File: config.mk
export PLATFORM = sky130hd
export DESIGN_NAME = keylock_ctrl
export DESIGN_NICKNAME = d
export VERILOG_FILES = /design/src/rtl/keylock_ctrl.sv
export SDC_FILE = /design/constraint.sdc
export NUM_CORES = 1
export LEC_CHECK = 0
export BUFFER_PORTS_ARGS = -buffer_cell sky130_fd_sc_hd__clkbuf_2
export CORE_MARGIN = 3
export CORE_UTILIZATION = 51
export DETAILED_ROUTE_END_ITERATION = 10
export GPL_TIMING_DRIVEN = 0
export PLACE_DENSITY = 0.68
export SLEW_MARGIN = 20
export SYNTH_ARGS = -nofsm -noshare
export SYNTH_HDL_FRONTEND = slang
export SYNTH_SLANG_ARGS = --single-unit
File: constraint.sdc
create_clock -name clk -period 3.8 [get_ports clk]
set_input_delay 0.76 -clock clk [delete_from_list [all_inputs] [get_ports clk]]
set_output_delay 0.76 -clock clk [all_outputs]
set_load 0.02 [all_outputs]
File: src/rtl/keylock_ctrl.sv
// keylock_ctrl: keypad lock controller.
// Collects debounced key strobes into a code buffer, matches it against the
// stored code, runs the lock/unlock and three-step reprogram sequences, times
// the ok/err indications and enforces a lockout after repeated failures.
//
// Optional feature macro: AUTO_RELOCK_EN
//   When defined, the controller relocks itself after RELOCK_CYCLES idle cycles
//   spent unlocked in IDLE. When undefined, that counting logic is not built.
//
// Input handshake: key_valid is a single-cycle strobe qualifying key; there is
// no ready. A strobe is consumed on the clock edge where it is high, unless the
// FSM is in OK_BLINK, ERR_BLINK or LOCKOUT, where it is dropped.
//
// All outputs are registered from next-state values, so the effect of a key
// accepted at edge N is visible right after edge N.

module keylock_ctrl #(
    parameter int CODE_LEN                          = 4,
    parameter int KEY_W                             = 4,
    parameter int KEY_LOCK                          = 9,
    parameter int KEY_PROG                          = 8,
    parameter int KEY_CANCEL                        = 7,
    parameter logic [CODE_LEN*KEY_W-1:0] RESET_CODE = 16'h1234,
    parameter int BLINK_CYCLES                      = 25000000,
    parameter int MAX_FAIL                          = 3,
    parameter int LOCKOUT_CYCLES                    = 250000000,
    parameter int RELOCK_CYCLES                     = 500000000
) (
    input  logic                              clk,
    input  logic                              resetN,
    input  logic                              key_valid,
    input  logic [KEY_W-1:0]                  key,
    output logic                              locked,
    output logic                              led_ok,
    output logic                              led_err,
    output logic                              lockout,
    output logic                              busy,
    output logic [$clog2(CODE_LEN+1)-1:0]     digit_cnt,
    output logic [$clog2(MAX_FAIL+1)-1:0]     fail_cnt
);

    localparam int CODE_W   = CODE_LEN * KEY_W;
    localparam int DCW      = $clog2(CODE_LEN + 1);
    localparam int FCW      = $clog2(MAX_FAIL + 1);
    // One shared down-counter serves blink, lockout and relock timing.
    localparam int T_MAX_BL = (BLINK_CYCLES > LOCKOUT_CYCLES) ? BLINK_CYCLES : LOCKOUT_CYCLES;
    localparam int T_MAX    = (T_MAX_BL > RELOCK_CYCLES) ? T_MAX_BL : RELOCK_CYCLES;
    localparam int TW       = $clog2(T_MAX + 1);

    localparam logic [TW-1:0] BLINK_LD   = TW'(BLINK_CYCLES - 1);
    localparam logic [TW-1:0] LOCKOUT_LD = TW'(LOCKOUT_CYCLES - 1);
`ifdef AUTO_RELOCK_EN
    localparam logic [TW-1:0] RELOCK_LD  = TW'(RELOCK_CYCLES - 1);
`endif

    typedef enum logic [2:0] {
        S_IDLE         = 3'd0,
        S_ENTER        = 3'd1,
        S_PROG_OLD     = 3'd2,
        S_PROG_NEW     = 3'd3,
        S_PROG_CONFIRM = 3'd4,
        S_OK_BLINK     = 3'd5,
        S_ERR_BLINK    = 3'd6,
        S_LOCKOUT      = 3'd7
    } state_t;

    state_t             r_state;
    logic               r_locked;
    logic               r_led_ok;
    logic               r_led_err;
    logic               r_lockout;
    logic               r_busy;
    logic [DCW-1:0]     r_digit_cnt;
    logic [FCW-1:0]     r_fail_cnt;
    logic               r_ovf;
    logic [CODE_W-1:0]  r_buf;
    logic [CODE_W-1:0]  r_cand;
    logic [CODE_W-1:0]  r_stored;
    logic [TW-1:0]      r_timer;

    state_t             w_state_nxt;
    logic               w_locked_nxt;
    logic [FCW-1:0]     w_fail_nxt;
    logic [FCW-1:0]     w_fail_inc;
    logic [TW-1:0]      w_timer_nxt;
    logic               w_digit_en;
    logic               w_cand_ld;
    logic               w_store_ld;
    logic               w_is_lock;
    logic               w_is_prog;
    logic               w_is_cancel;
    logic               w_is_digit;
    logic [CODE_W-1:0]  w_ref;
    logic               w_full;
    logic               w_match;

    assign w_is_lock   = (key == KEY_W'(KEY_LOCK));
    assign w_is_prog   = (key == KEY_W'(KEY_PROG));
    assign w_is_cancel = (key == KEY_W'(KEY_CANCEL));
    assign w_is_digit  = !(w_is_lock || w_is_prog || w_is_cancel);

    // Confirm step compares against the candidate, everything else against the stored code.
    assign w_ref   = (r_state == S_PROG_CONFIRM) ? r_cand : r_stored;
    assign w_full  = (r_digit_cnt == DCW'(CODE_LEN)) && !r_ovf;
    assign w_match = w_full && (r_buf == w_ref);

    assign w_fail_inc = (r_fail_cnt == FCW'(MAX_FAIL)) ? r_fail_cnt : r_fail_cnt + FCW'(1);

    // Next-state, counter and control decode.
    always_comb begin
        w_state_nxt  = r_state;
        w_locked_nxt = r_locked;
        w_fail_nxt   = r_fail_cnt;
        w_timer_nxt  = r_timer;
        w_digit_en   = 1'b0;
        w_cand_ld    = 1'b0;
        w_store_ld   = 1'b0;
        case (r_state)
            S_IDLE: begin
                w_timer_nxt = '0;
`ifdef AUTO_RELOCK_EN
                // Zero means the idle count has not started yet; a key restarts it.
                if (!r_locked) begin
                    if (key_valid || (r_timer == '0)) begin
                        w_timer_nxt = RELOCK_LD;
                    end else if (r_timer == TW'(1)) begin
                        w_timer_nxt  = '0;
                        w_locked_nxt = 1'b1;
                    end else begin
                        w_timer_nxt = r_timer - TW'(1);
                    end
                end
`endif
                if (key_valid && w_is_lock) begin
                    w_state_nxt = S_ENTER;
                    w_timer_nxt = '0;
                end else if (key_valid && w_is_prog) begin
                    if (!r_locked) begin
                        w_state_nxt = S_PROG_OLD;
                        w_timer_nxt = '0;
                    end else begin
                        w_state_nxt = S_ERR_BLINK;
                        w_timer_nxt = BLINK_LD;
                    end
                end
            end
            S_ENTER: begin
                w_timer_nxt = '0;
                if (key_valid) begin
                    if (w_is_digit) begin
                        w_digit_en = 1'b1;
                    end else if (w_is_cancel) begin
                        w_state_nxt = S_IDLE;
                    end else if (w_is_lock) begin
                        w_timer_nxt = BLINK_LD;
                        if (w_match) begin
                            w_locked_nxt = !r_locked;
                            w_fail_nxt   = '0;
                            w_state_nxt  = S_OK_BLINK;
                        end else begin
                            w_fail_nxt  = w_fail_inc;
                            w_state_nxt = S_ERR_BLINK;
                        end
                    end
                end
            end
            S_PROG_OLD: begin
                w_timer_nxt = '0;
                if (key_valid) begin
                    if (w_is_digit) begin
                        w_digit_en = 1'b1;
                    end else if (w_is_cancel) begin
                        w_state_nxt = S_IDLE;
                    end else if (w_is_prog) begin
                        if (w_match) begin
                            w_fail_nxt  = '0;
                            w_state_nxt = S_PROG_NEW;
                        end else begin
                            w_fail_nxt  = w_fail_inc;
                            w_state_nxt = S_ERR_BLINK;
                            w_timer_nxt = BLINK_LD;
                        end
                    end
                end
            end
            S_PROG_NEW: begin
                w_timer_nxt = '0;
                if (key_valid) begin
                    if (w_is_digit) begin
                        w_digit_en = 1'b1;
                    end else if (w_is_cancel) begin
                        w_state_nxt = S_IDLE;
                    end else if (w_is_prog) begin
                        if (w_full) begin
                            w_cand_ld   = 1'b1;
                            w_state_nxt = S_PROG_CONFIRM;
                        end else begin
                            w_state_nxt = S_ERR_BLINK;
                            w_timer_nxt = BLINK_LD;
                        end
                    end
                end
            end
            S_PROG_CONFIRM: begin
                w_timer_nxt = '0;
                if (key_valid) begin
                    if (w_is_digit) begin
                        w_digit_en = 1'b1;
                    end else if (w_is_cancel) begin
                        w_state_nxt = S_IDLE;
                    end else if (w_is_prog) begin
                        w_timer_nxt = BLINK_LD;
                        if (w_match) begin
                            w_store_ld  = 1'b1;
                            w_state_nxt = S_OK_BLINK;
                        end else begin
                            w_state_nxt = S_ERR_BLINK;
                        end
                    end
                end
            end
            S_OK_BLINK: begin
                if (r_timer == '0) begin
                    w_state_nxt = S_IDLE;
                end else begin
                    w_timer_nxt = r_timer - TW'(1);
                end
            end
            S_ERR_BLINK: begin
                // fail_cnt only sits at MAX_FAIL here when the entering fail saturated it.
                if (r_timer == '0) begin
                    if (r_fail_cnt == FCW'(MAX_FAIL)) begin
                        w_state_nxt = S_LOCKOUT;
                        w_timer_nxt = LOCKOUT_LD;
                    end else begin
                        w_state_nxt = S_IDLE;
                    end
                end else begin
                    w_timer_nxt = r_timer - TW'(1);
                end
            end
            S_LOCKOUT: begin
                if (r_timer == '0) begin
                    w_state_nxt = S_IDLE;
                    w_fail_nxt  = '0;
                end else begin
                    w_timer_nxt = r_timer - TW'(1);
                end
            end
            default: begin
                w_state_nxt = S_IDLE;
                w_timer_nxt = '0;
            end
        endcase
    end

    // State, timer, codes and registered outputs.
    always_ff @(posedge clk or negedge resetN) begin
        if (!resetN) begin
            r_state     <= S_IDLE;
            r_locked    <= 1'b0;
            r_led_ok    <= 1'b0;
            r_led_err   <= 1'b0;
            r_lockout   <= 1'b0;
            r_busy      <= 1'b0;
            r_fail_cnt  <= '0;
            r_timer     <= '0;
            r_cand      <= '0;
            r_stored    <= RESET_CODE;
        end else begin
            r_state     <= w_state_nxt;
            r_locked    <= w_locked_nxt;
            r_led_ok    <= (w_state_nxt == S_OK_BLINK);
            r_led_err   <= (w_state_nxt == S_ERR_BLINK);
            r_lockout   <= (w_state_nxt == S_LOCKOUT);
            r_busy      <= (w_state_nxt != S_IDLE);
            r_fail_cnt  <= w_fail_nxt;
            r_timer     <= w_timer_nxt;
            if (w_cand_ld) begin
                r_cand <= r_buf;
            end
            if (w_store_ld) begin
                r_stored <= r_cand;
            end
        end
    end

    // Code buffer: cleared on every state change, otherwise shifts digits in until full.
    always_ff @(posedge clk or negedge resetN) begin
        if (!resetN) begin
            r_buf       <= '0;
            r_digit_cnt <= '0;
            r_ovf       <= 1'b0;
        end else if (w_state_nxt != r_state) begin
            r_buf       <= '0;
            r_digit_cnt <= '0;
            r_ovf       <= 1'b0;
        end else if (w_digit_en) begin
            if (r_digit_cnt == DCW'(CODE_LEN)) begin
                r_ovf <= 1'b1;
            end else begin
                r_buf       <= {r_buf[CODE_W-KEY_W-1:0], key};
                r_digit_cnt <= r_digit_cnt + DCW'(1);
            end
        end
    end

    assign locked    = r_locked;
    assign led_ok    = r_led_ok;
    assign led_err   = r_led_err;
    assign lockout   = r_lockout;
    assign busy      = r_busy;
    assign digit_cnt = r_digit_cnt;
    assign fail_cnt  = r_fail_cnt;

endmodule

==> results of run 1 <==
[cell usage after synthesis (all sizes together), types with 5 or more instances]
master  number
mux2        26
nand2       46
inv         20
nor4         5
mux2i       19
xor2        20
nor3        37
a221oi       5
nor3b        6
or4          7
dfrtp       86
a21oi       33
nand3       12
a31oi       10
clkbuf      14
o21ai       18
xnor2       20
buf         12
dfstp        5
nor2b        7
nor2        29
[worst max-delay path by stage]
stage               slack [ns]  cells past startpoint       start            to
finish                    0.54                     11  r_timer[0]   r_timer[18]
global route              0.34                     11  r_timer[0]    r_timer[4]
CTS                       0.58                     11  r_timer[0]   r_timer[18]
detailed placement        0.37                      9      key[3]         r_ovf
global placement          0.47                      9      key[3]      r_buf[5]
floorplan                 1.18                     10  r_timer[0]  digit_cnt[0]
[per-layer routing]
metal / GRT usage / share of wire / up-vias
li1: - / - / 1912
met1: 0.325 / 0.48 / 1977
met2: 0.353 / 0.46 / 101
met3: 0.0420 / 0.048 / 9
met4: 0.0466 / 0.0081 / 0
met5: 0 / 0 / -
[final cells by class]
cell class	count	area share
Buffer	26	0.0270
Clock buffer	9	0.0218
Clock inverter	7	0.0145
Inverter	20	0.0132
Multi-Input combinational cell	376	0.477
Sequential cell	91	0.401
Tap cell	133	0.0292
Timing Repair Buffer	16	0.0156
[kinds of logic after synthesis]
| logic type | share of synthesized area |
|---|---|
| AO/OA/AOI/OAI | 0.141 |
| XOR/XNOR | 0.0670 |
| adder cells (fa/ha/maj) | 0.00957 |
| buffers and inverters | 0.0438 |
| flip-flops | 0.437 |
| multiplexers | 0.0981 |
| AND/OR/NAND/NOR | 0.204 |
[power by group]
group	switching (uW)	leakage, uW	internal [uW]
Combinational	1860	0.00136	1180
Sequential	190	0.00122	1120
Clock	384	0.0000988	316
[stage by stage]
stage / instances / hold slack (ns) / total power (uW)
finish: 678 / 0.444 / 5060
global route: 678 / 0.496 / 5490
CTS: 678 / 0.488 / 5050
detailed placement: 662 / 0.497 / 4320
global placement: 662 / 0.481 / 4270
floorplan: 513 / 0.464 / 3630
[registers in the layout, summed over array words and instances (netlist names), 2 cells and up]
| register | cells |
|---|---|
| r_cand | 16 |
| digit_cnt | 3 |
| r_state | 3 |
| r_timer | 29 |
| fail_cnt | 2 |
| r_stored | 16 |
| r_buf | 16 |
==> results by group, run 1 <==
Run status
  – Status: completed

Layout
  – Diode count: 0
  – Filler cell count: approximately 850
  – Nets@finish: between 500 and 600
  – Post-route cell area: 0.00569 mm2
  – Most frequent cells in the layout: dfrtp_1 (86), nand2_1 (46), a21oi_1 (33), nor2_1 (29), nor3_1 (25)
  – Storage cell area: between 0.002 and 0.0025 mm2
  – Multi-input logic area: approximately 0.0027 mm2
  – Fraction of layout cells with a size suffix above 1: 0.191
  – Commonest non-fill, non-tap cell in the layout: dfrtp_1
  – Synth-to-layout area growth: 8.83%
  – Post-layout util: 0.577

Global route
  – First-pass GRT wire length: 20400 um
  – Initial antenna violation count: 0
  – Grt ovf: 0
  – Largest net degree at the start of global routing: ~90
  – Number of global-route vias before repair: about 3.9k
  – Total track usage: 0.224

Synth
  – Syn Area/Cell: 10.2 um2
  – Main area contributors after synthesis: dfrtp_1 (41%), mux2_2 (3.9%), mux2i_1 (3.6%)
  – Post-synthesis cell type count: roughly 70
  – Syn. warnings: 0
  – #FFs+latches synth: roughly 90
  – Cells after Synth: between 500 and 600
  – Syn_nets: 524
  – Register area share after synthesis: 0.437
  – Most common flop cell mapped by yosys: dfrtp_1
  – Mapped cell area: about 0.0052 mm2
  – Yosys top cell area share: 0.411
  – Post-synth ARST share: 1.00
  – Area leader, netlist: dfrtp_1
  – Number of synthesized flops with an enable pin: 0

Flow run
  – Maxcap violations: 0

Drt
  – Post-DRT Antenna Nets: 0
  – DRT Pass-1 Iters: 5
  – Total Routed Length: roughly 12000 um
  – Initial DRC Count: around 290
  – Via count: between 3k and 4k
  – Remaining DRCs: 0
  – Avg WL per Cell: roughly 18 um
  – Via/cell ratio: 5.90

Die
  – Die X: about 110 um
  – Core Area: between 0.009 and 0.01 mm2
  – Die H: 107 um
  – Starting density of the core: 0.530
  – Die Area: roughly 0.012 mm2
  – Ports: 17
  – Placement row count: 36

Placement
  – DP Worst Slack: roughly 0.37 ns
  – Post-DP Area: between 0.005 and 0.006 mm2
  – Port Buffers: 16
  – DP Wirelength: about 8400 um
  – Final Wtd Congestion: 0.959

Clock network
  – Clk_lat worst skew: about 0.37 ns
  – CTS sink count: between 90 and 100
  – Clk buf depth: 2
  – Post-CTS Hold Buffers: 0
  – Post-CTS setup buffers: 0
  – Clock transition at path regs: roughly 0.1 ns
  – CTS tree: built
  – Htree depth: 3
  – Root buf cell: clkbuf_8
  – Post-cts sizing count: 0
  – CTS buffer count: 9

STA
  – Final worst setup slack: ~0.54 ns
  – Fin. max-slew vios: 0
  – Fin crit share: 0.858
  – Setup Total Neg Slack: 0 ns
  – RSZ-0062 raised after global routing: false
  – Final Hold Violating Endpoints: 0
  – Slew HR: 0.345
  – Measured slew at the worst slew-check pin: roughly 0.97 ns
  – Clk_skew: between 0.009 and 0.01 ns
  – Min cycle time layout: around 3.3 ns
  – # setup viols final: 0
  – FMAX: about 310 MHz

Setup path
  – FF-to-FF path depth: 11
  – CP bufs+invs: 3
  – Max stage delay on crit path: approximately 0.55 ns
  – Startpoint types: flip-flop
  – Crit path required time: 4.05 ns
  – CP arrival: ~3.5 ns
  – FF-to-FF setup slack: around 0.54 ns
  – CP Class: reg2reg
  – Max stage delay cell, worst path: or4b_1
  – Worst r2r src: r_timer[0]
  – Critical path peak fanout: 10
  – Crit-path cells: inv_1 > ha_1 > or4b_1 > nor4_4 > nand3_2 > nor3b_2 > or2_1 > buf_2 > and2b_1 > buf_4 > a21oi_1
  – Crit end category: flip-flop
  – Reg-to-reg endpoint: r_timer[18]
  – Top Family by Delay on Critical Path: simple AND/OR/NAND/NOR gates

Pwr
  – Power Dens Cells: a little under 900 mW/mm2
  – Max VDD drop: around 0.0004 V
  – Leakage: between 0.002 and 0.003 uW

Min path
  – Worst min-delay path class: in2async
No activity file was read; power rests on OpenSTA's default activity.
==> inputs of run 2 (changes only) <==
==> constraint.sdc (replaced) <==
create_clock -name clk -period 3.1 [get_ports clk]
set_input_delay 0.62 -clock clk [delete_from_list [all_inputs] [get_ports clk]]
set_output_delay 0.62 -clock clk [all_outputs]
set_load 0.02 [all_outputs]
==> results by group, run 2 (synthesized netlist as in run 1, its figures left out) <==
STA
  – Fin. max-slew vios: 0
  – Final hold slack: about 0.3 ns
  – RSZ-0062 raised after global routing: false
  – Fin crit share: 0.966
  – Final Hold Violating Endpoints: 0
  – Min cycle time layout: 3.00 ns
  – Clk_skew: between 0.009 and 0.01 ns
  – Setup Total Neg Slack: 0 ns
  – Slew HR: 0.341
  – # setup viols final: 0
  – FMAX: 334 MHz
  – Measured slew at the worst slew-check pin: between 0.9 and 1 ns

Layout
  – Post-layout util: 0.592
  – Nets@finish: 564
  – Storage cell area: 0.00228 mm2
  – Diode count: 0
  – Register name with the most flops: r_timer
  – Max FFs per register: 29
  – Synth-to-layout area growth: 11.7%
  – Fraction of layout cells with a size suffix above 1: 0.222
  – Filler cell count: 842
  – Multi-input logic area: about 0.0028 mm2
  – Commonest non-fill, non-tap cell in the layout: dfrtp_1
  – Most frequent cells in the layout: dfrtp_1 (86), nand2_1 (46), a21oi_1 (33), nor2_1 (29), nor3_1 (25)

Drt
  – Remaining DRCs: 0
  – Via count: 4048
  – Avg WL per Cell: ~18 um
  – Total Routed Length: between 10000 and 15000 um
  – Post-DRT Antenna Nets: 0
  – DRT Pass-1 Iters: 5
  – Via/cell ratio: around 6
  – Initial DRC Count: just over 300

Setup path
  – Crit path required time: around 3.4 ns
  – Startpoint types: flip-flop
  – Reg-to-reg endpoint: r_buf[15]
  – Crit end category: flip-flop
  – Max stage delay cell, worst path: a21oi_1
  – Top Family by Delay on Critical Path: simple AND/OR/NAND/NOR gates
  – Worst r2r src: r_state[0]
  – FF-to-FF path depth: 11
  – Worst path most repeated cell: buf_6
  – FF-to-FF setup slack: 0.10 ns
  – Crit-path cells: buf_6 > or3b_1 > buf_6 > nor2_1 > a22oi_1 > a21oi_1 > nand4_1 > a221oi_4 > buf_12 > buf_2 > nor3_1
  – Critical path peak fanout: 10
  – CP Class: reg2reg
  – CP arrival: about 3.3 ns
  – CP bufs+invs: 4
  – Max stage delay on crit path: between 0.4 and 0.5 ns

Placement
  – DP Wirelength: ~8400 um
  – Port Buffers: 16
  – Final Wtd Congestion: ~0.96

Pwr
  – Reg power frac: 0.247
  – Power Dens Cells: 1120 mW/mm2
  – Comb pwr share: 0.621
  – Total Power: ~6500 uW
  – Sw Share: 0.472
  – Internal power: 3450 uW
  – Clock power share: 0.133
  – Psw: 3080 uW
  – Max VDD drop: between 0.0005 and 0.0006 V
  – Leakage: roughly 0.0028 uW

Clock network
  – CTS buffer count: 9
  – Clk_lat worst skew: roughly 0.37 ns
  – CTS sink count: 91
  – Clk buf depth: 2
  – Root buf cell: clkbuf_8
  – Htree depth: 3
  – Clock transition at path regs: about 0.10 ns
  – Post-CTS Hold Buffers: 0
  – CTS tree: built

Flow run
  – Maxcap violations: 0

Global route
  – Number of global-route vias before repair: slightly below 4k
  – Total track usage: 0.225
  – First-pass GRT wire length: 20500 um
  – Initial antenna violation count: 0
  – Largest net degree at the start of global routing: between 90 and 100
  – Grt ovf: 0

Die
  – Ports: 17
  – Core Area: roughly 0.01 mm2
  – Placement row count: 36
  – Die Area: 0.0115 mm2
  – Die H: 107 um
  – Starting density of the core: 0.530
  – Die X: 107 um

Run status
  – Status: completed

Min path
  – Worst min-delay path class: in2async
-- run 2: repair_timing --
item                       4_1_cts  5_1_grt
cloned                           0        2
setup buffers                    4        7
pin swaps                        1        5
gates resized for setup          2       15
setup endpoints to repair       31       39
-- run 2: how the worst max path moves through the flow --
stage	endpoint	slack, ns	start	cells after the start
3_5_place_dp	r_ovf	-0.19	key[3]	9
5_1_grt	r_buf[6]	0.02	r_timer[0]	11
4_1_cts	r_timer[18]	0.01	r_timer[10]	9
2_1_floorplan	digit_cnt[0]	0.48	r_timer[0]	10
3_3_place_gp	r_buf[5]	-0.09	key[3]	9
6_report	r_buf[15]	0.10	r_state[0]	11
-- run 2: metal layers --
metal	global-route usage	routed length, um	share of wire	vias to the layer above
met3	0.0414	543	0.044	10
met2	0.354	5840	0.47	92
met5	0	0	0	-
met1	0.327	5970	0.48	2016
li1	-	-	-	1930
met4	0.0438	108	0.0087	0
-- run 2: area by class of cell --
cell class	count	share of cell area
inverter	20	0.0128
clock buffer	9	0.0212
tap	133	0.0285
sequential	91	0.391
buffer	26	0.0272
clock inverter	7	0.0141
multi-input combinational	376	0.471
timing repair buffer	29	0.0343
-- run 2: worst register-to-register path, delay by kind of cell, from the launching register on --
| family | cells | cell delay, ns |
|---|---|---|
| and+or+nand+nor | 4 | 0.94 |
| AOI/OAI and AO/OA | 3 | 0.92 |
| buffers and inverters | 4 | 0.62 |
| DFF | 1 | 0.39 |
-- run 2: per-stage QoR --
stage / instance area, um2 / cells / setup slack (ns)
finish: 5840 / 691 / 0.104
global placement: 5480 / 662 / -0.0876
global route: 5840 / 691 / 0.0164
floorplan: 5230 / 513 / 0.479
CTS: 5730 / 682 / 0.0131
detailed placement: 5490 / 662 / -0.188
-- run 2: power groups by stage --
stage	Combinational [uW]	Sequential [uW]	Clock, uW
after floorplan	2860	1590	0
after global placement	3620	1610	0
after detailed placement	3670	1630	0
after CTS	3840	1600	879
after global routing	4500	1640	935
final	4050	1610	865
==> inputs of run 3 (changes only) <==
--- a/config.mk
+++ b/config.mk
@@ -5,8 +5,8 @@
 export SDC_FILE = /design/constraint.sdc
 export NUM_CORES = 1
 export LEC_CHECK = 0
-export BUFFER_PORTS_ARGS = -buffer_cell sky130_fd_sc_hd__clkbuf_2
-export CORE_MARGIN = 3
+export BUFFER_PORTS_ARGS = -buffer_cell sky130_fd_sc_hd__buf_2
+export CORE_MARGIN = 2
 export CORE_UTILIZATION = 51
 export DETAILED_ROUTE_END_ITERATION = 10
 export GPL_TIMING_DRIVEN = 0
==> results by group, run 3 (synthesized netlist as in run 1, its figures left out) <==
Clock network
  – Clock transition at path regs: ~0.090 ns
  – Root buf cell: clkbuf_8
  – Htree depth: 3
  – Clk buf depth: 2
  – Clk_lat worst skew: between 0.3 and 0.4 ns
  – CTS sink count: 91
  – CTS buffer count: 9
  – Post-CTS Hold Buffers: 0
  – CTS tree: built

STA
  – FMAX: between 300 and 400 MHz
  – Slew HR: 0.312
  – Clk_skew: approximately 0.0072 ns
  – Fin crit share: 0.985
  – Final Hold Violating Endpoints: 0
  – Measured slew at the worst slew-check pin: between 1 and 1.5 ns
  – Final worst setup slack: 0.0480 ns
  – Min cycle time layout: 3.05 ns
  – Fin. max-slew vios: 0
  – # setup viols final: 0

Layout
  – Synth-to-layout area growth: 13.3%
  – Diode count: 0
  – Fraction of layout cells with a size suffix above 1: 0.233
  – Nets@finish: ~570
  – Filler cell count: ~820
  – Commonest non-fill, non-tap cell in the layout: dfrtp_1
  – Register name with the most flops: r_timer
  – Max FFs per register: 29
  – Multi-input logic area: between 0.002 and 0.003 mm2
  – Most frequent cells in the layout: dfrtp_1 (86), nand2_1 (46), a21oi_1 (32), nor2_1 (29), nor3_1 (25)
  – Storage cell area: between 0.002 and 0.0025 mm2

Global route
  – First-pass GRT wire length: ~20000 um
  – Initial antenna violation count: 0
  – Largest net degree at the start of global routing: between 60 and 70
  – Total track usage: 0.234
  – Number of global-route vias before repair: between 3k and 4k
  – Grt ovf: 0

Pwr
  – Power Dens Cells: 1130 mW/mm2
  – Leakage: 0.00282 uW
  – Total Power: a little under 7000 uW
  – Max VDD drop: a little over 0.0005 V

Die
  – Ports: 17
  – Die X: around 110 um
  – Placement row count: 36
  – Core Area: ~0.0099 mm2
  – Die Area: 0.0111 mm2
  – Die H: roughly 110 um
  – Starting density of the core: 0.530

Drt
  – Via count: slightly above 4k
  – DRT Pass-1 Iters: 5
  – Via/cell ratio: slightly below 6
  – Initial DRC Count: about 190
  – Post-DRT Antenna Nets: 0
  – Avg WL per Cell: between 15 and 20 um
  – Remaining DRCs: 0
  – Total Routed Length: between 10000 and 15000 um

Setup path
  – Crit-path cells: inv_1 > ha_2 > or4b_4 > nor4_4 > nand3_2 > o211a_1 > o32a_2 > a221oi_4 > buf_4 > buf_6 > nor3_2
  – Max stage delay on crit path: 0.50 ns
  – CP Class: reg2reg
  – Max stage delay cell, worst path: or4b_4
  – Crit path required time: ~3.4 ns
  – CP arrival: around 3.3 ns
  – Critical path peak fanout: 5
  – Startpoint types: flip-flop
  – Crit end category: flip-flop

Min path
  – Worst min-delay path class: in2async

Placement
  – Final Wtd Congestion: slightly above 0.9
  – DP Worst Slack: -0.154 ns
  – Port Buffers: 16
  – DP Wirelength: between 8000 and 9000 um

Run status
  – Status: completed

Flow run
  – Maxcap violations: 0
run 3: cell count changes in the layout (fill, tap and decap cells not counted), moves of 2 or more:
cell and delta:
buf_2 +15, inv_6 -2, clkinvlp_4 -2, buf_4 +6
clkbuf_2 -15, buf_6 +2, clkinv_4 +2
run 3: power breakdown:
group / internal [uW] / switching [uW] / total [uW]
combinational: 1840 / 2410 / 4250
clock: 405 / 460 / 865
sequential: 1370 / 237 / 1610
run 3: area by class of cell:
type,count,area share
Multi-Input combinational cell,376,0.465
Inverter,20,0.0127
Timing Repair Buffer,37,0.0454
Buffer,26,0.0281
Sequential cell,91,0.385
Clock buffer,10,0.0232
Clock inverter,6,0.0122
Tap cell,133,0.0281
run 3: routing by layer:
layer  GRT usage  wire [um]  vias to the layer above
li1            -          -                     1958
met1       0.340       5980                     2059
met2       0.358       5600                      112
met3      0.0489        620                       23
met4      0.0619        240                        0
met5           0          0                        -
run 3: final timing paths:
check	start	endpoint	slack (ns)	cells after the start
max in group asynchronous	resetN	r_stored[2]	2.37	2
worst max register to register	r_timer[0]	r_buf[8]	0.05	11
worst min register to register	r_stored[9]	r_stored[9]	0.51	2
worst max-delay path	r_timer[0]	r_buf[8]	0.05	11
min in group clk	r_stored[9]	r_stored[9]	0.51	2
worst min-delay path	resetN	r_cand[7]	0.08	1
run 3: through the flow:
stage                util  setup TNS [ns]  instances  instance area [um2]  hold slack [ns]
global route        0.601         -0.0803        699                 5930           0.0954
global placement    0.555           -1.94        662                 5480            0.481
floorplan               -               0        513                 5230            0.324
CTS                 0.582               0        681                 5740           0.0893
detailed placement  0.559           -1.90        663                 5510            0.493
finish              0.601               0        699                 5930           0.0850
run 3: worst max-delay path: cells and delay by family, from the launching register on:
kind                     cells  cell delay [ns]
AO/OA/AOI/OAI                3             0.89
adder cells (fa/ha/maj)      1             0.21
buffers and inverters        3             0.38
flip-flops                   1             0.42
AND/OR/NAND/NOR              4             1.05
run 3: timing repair:
action                                  4_1_cts  5_1_grt
buffers inserted                              2       16
resized for setup                             1       19
endpoints found under the setup margin       11       42
gates cloned                                  0        2
pin swaps                                     2        5
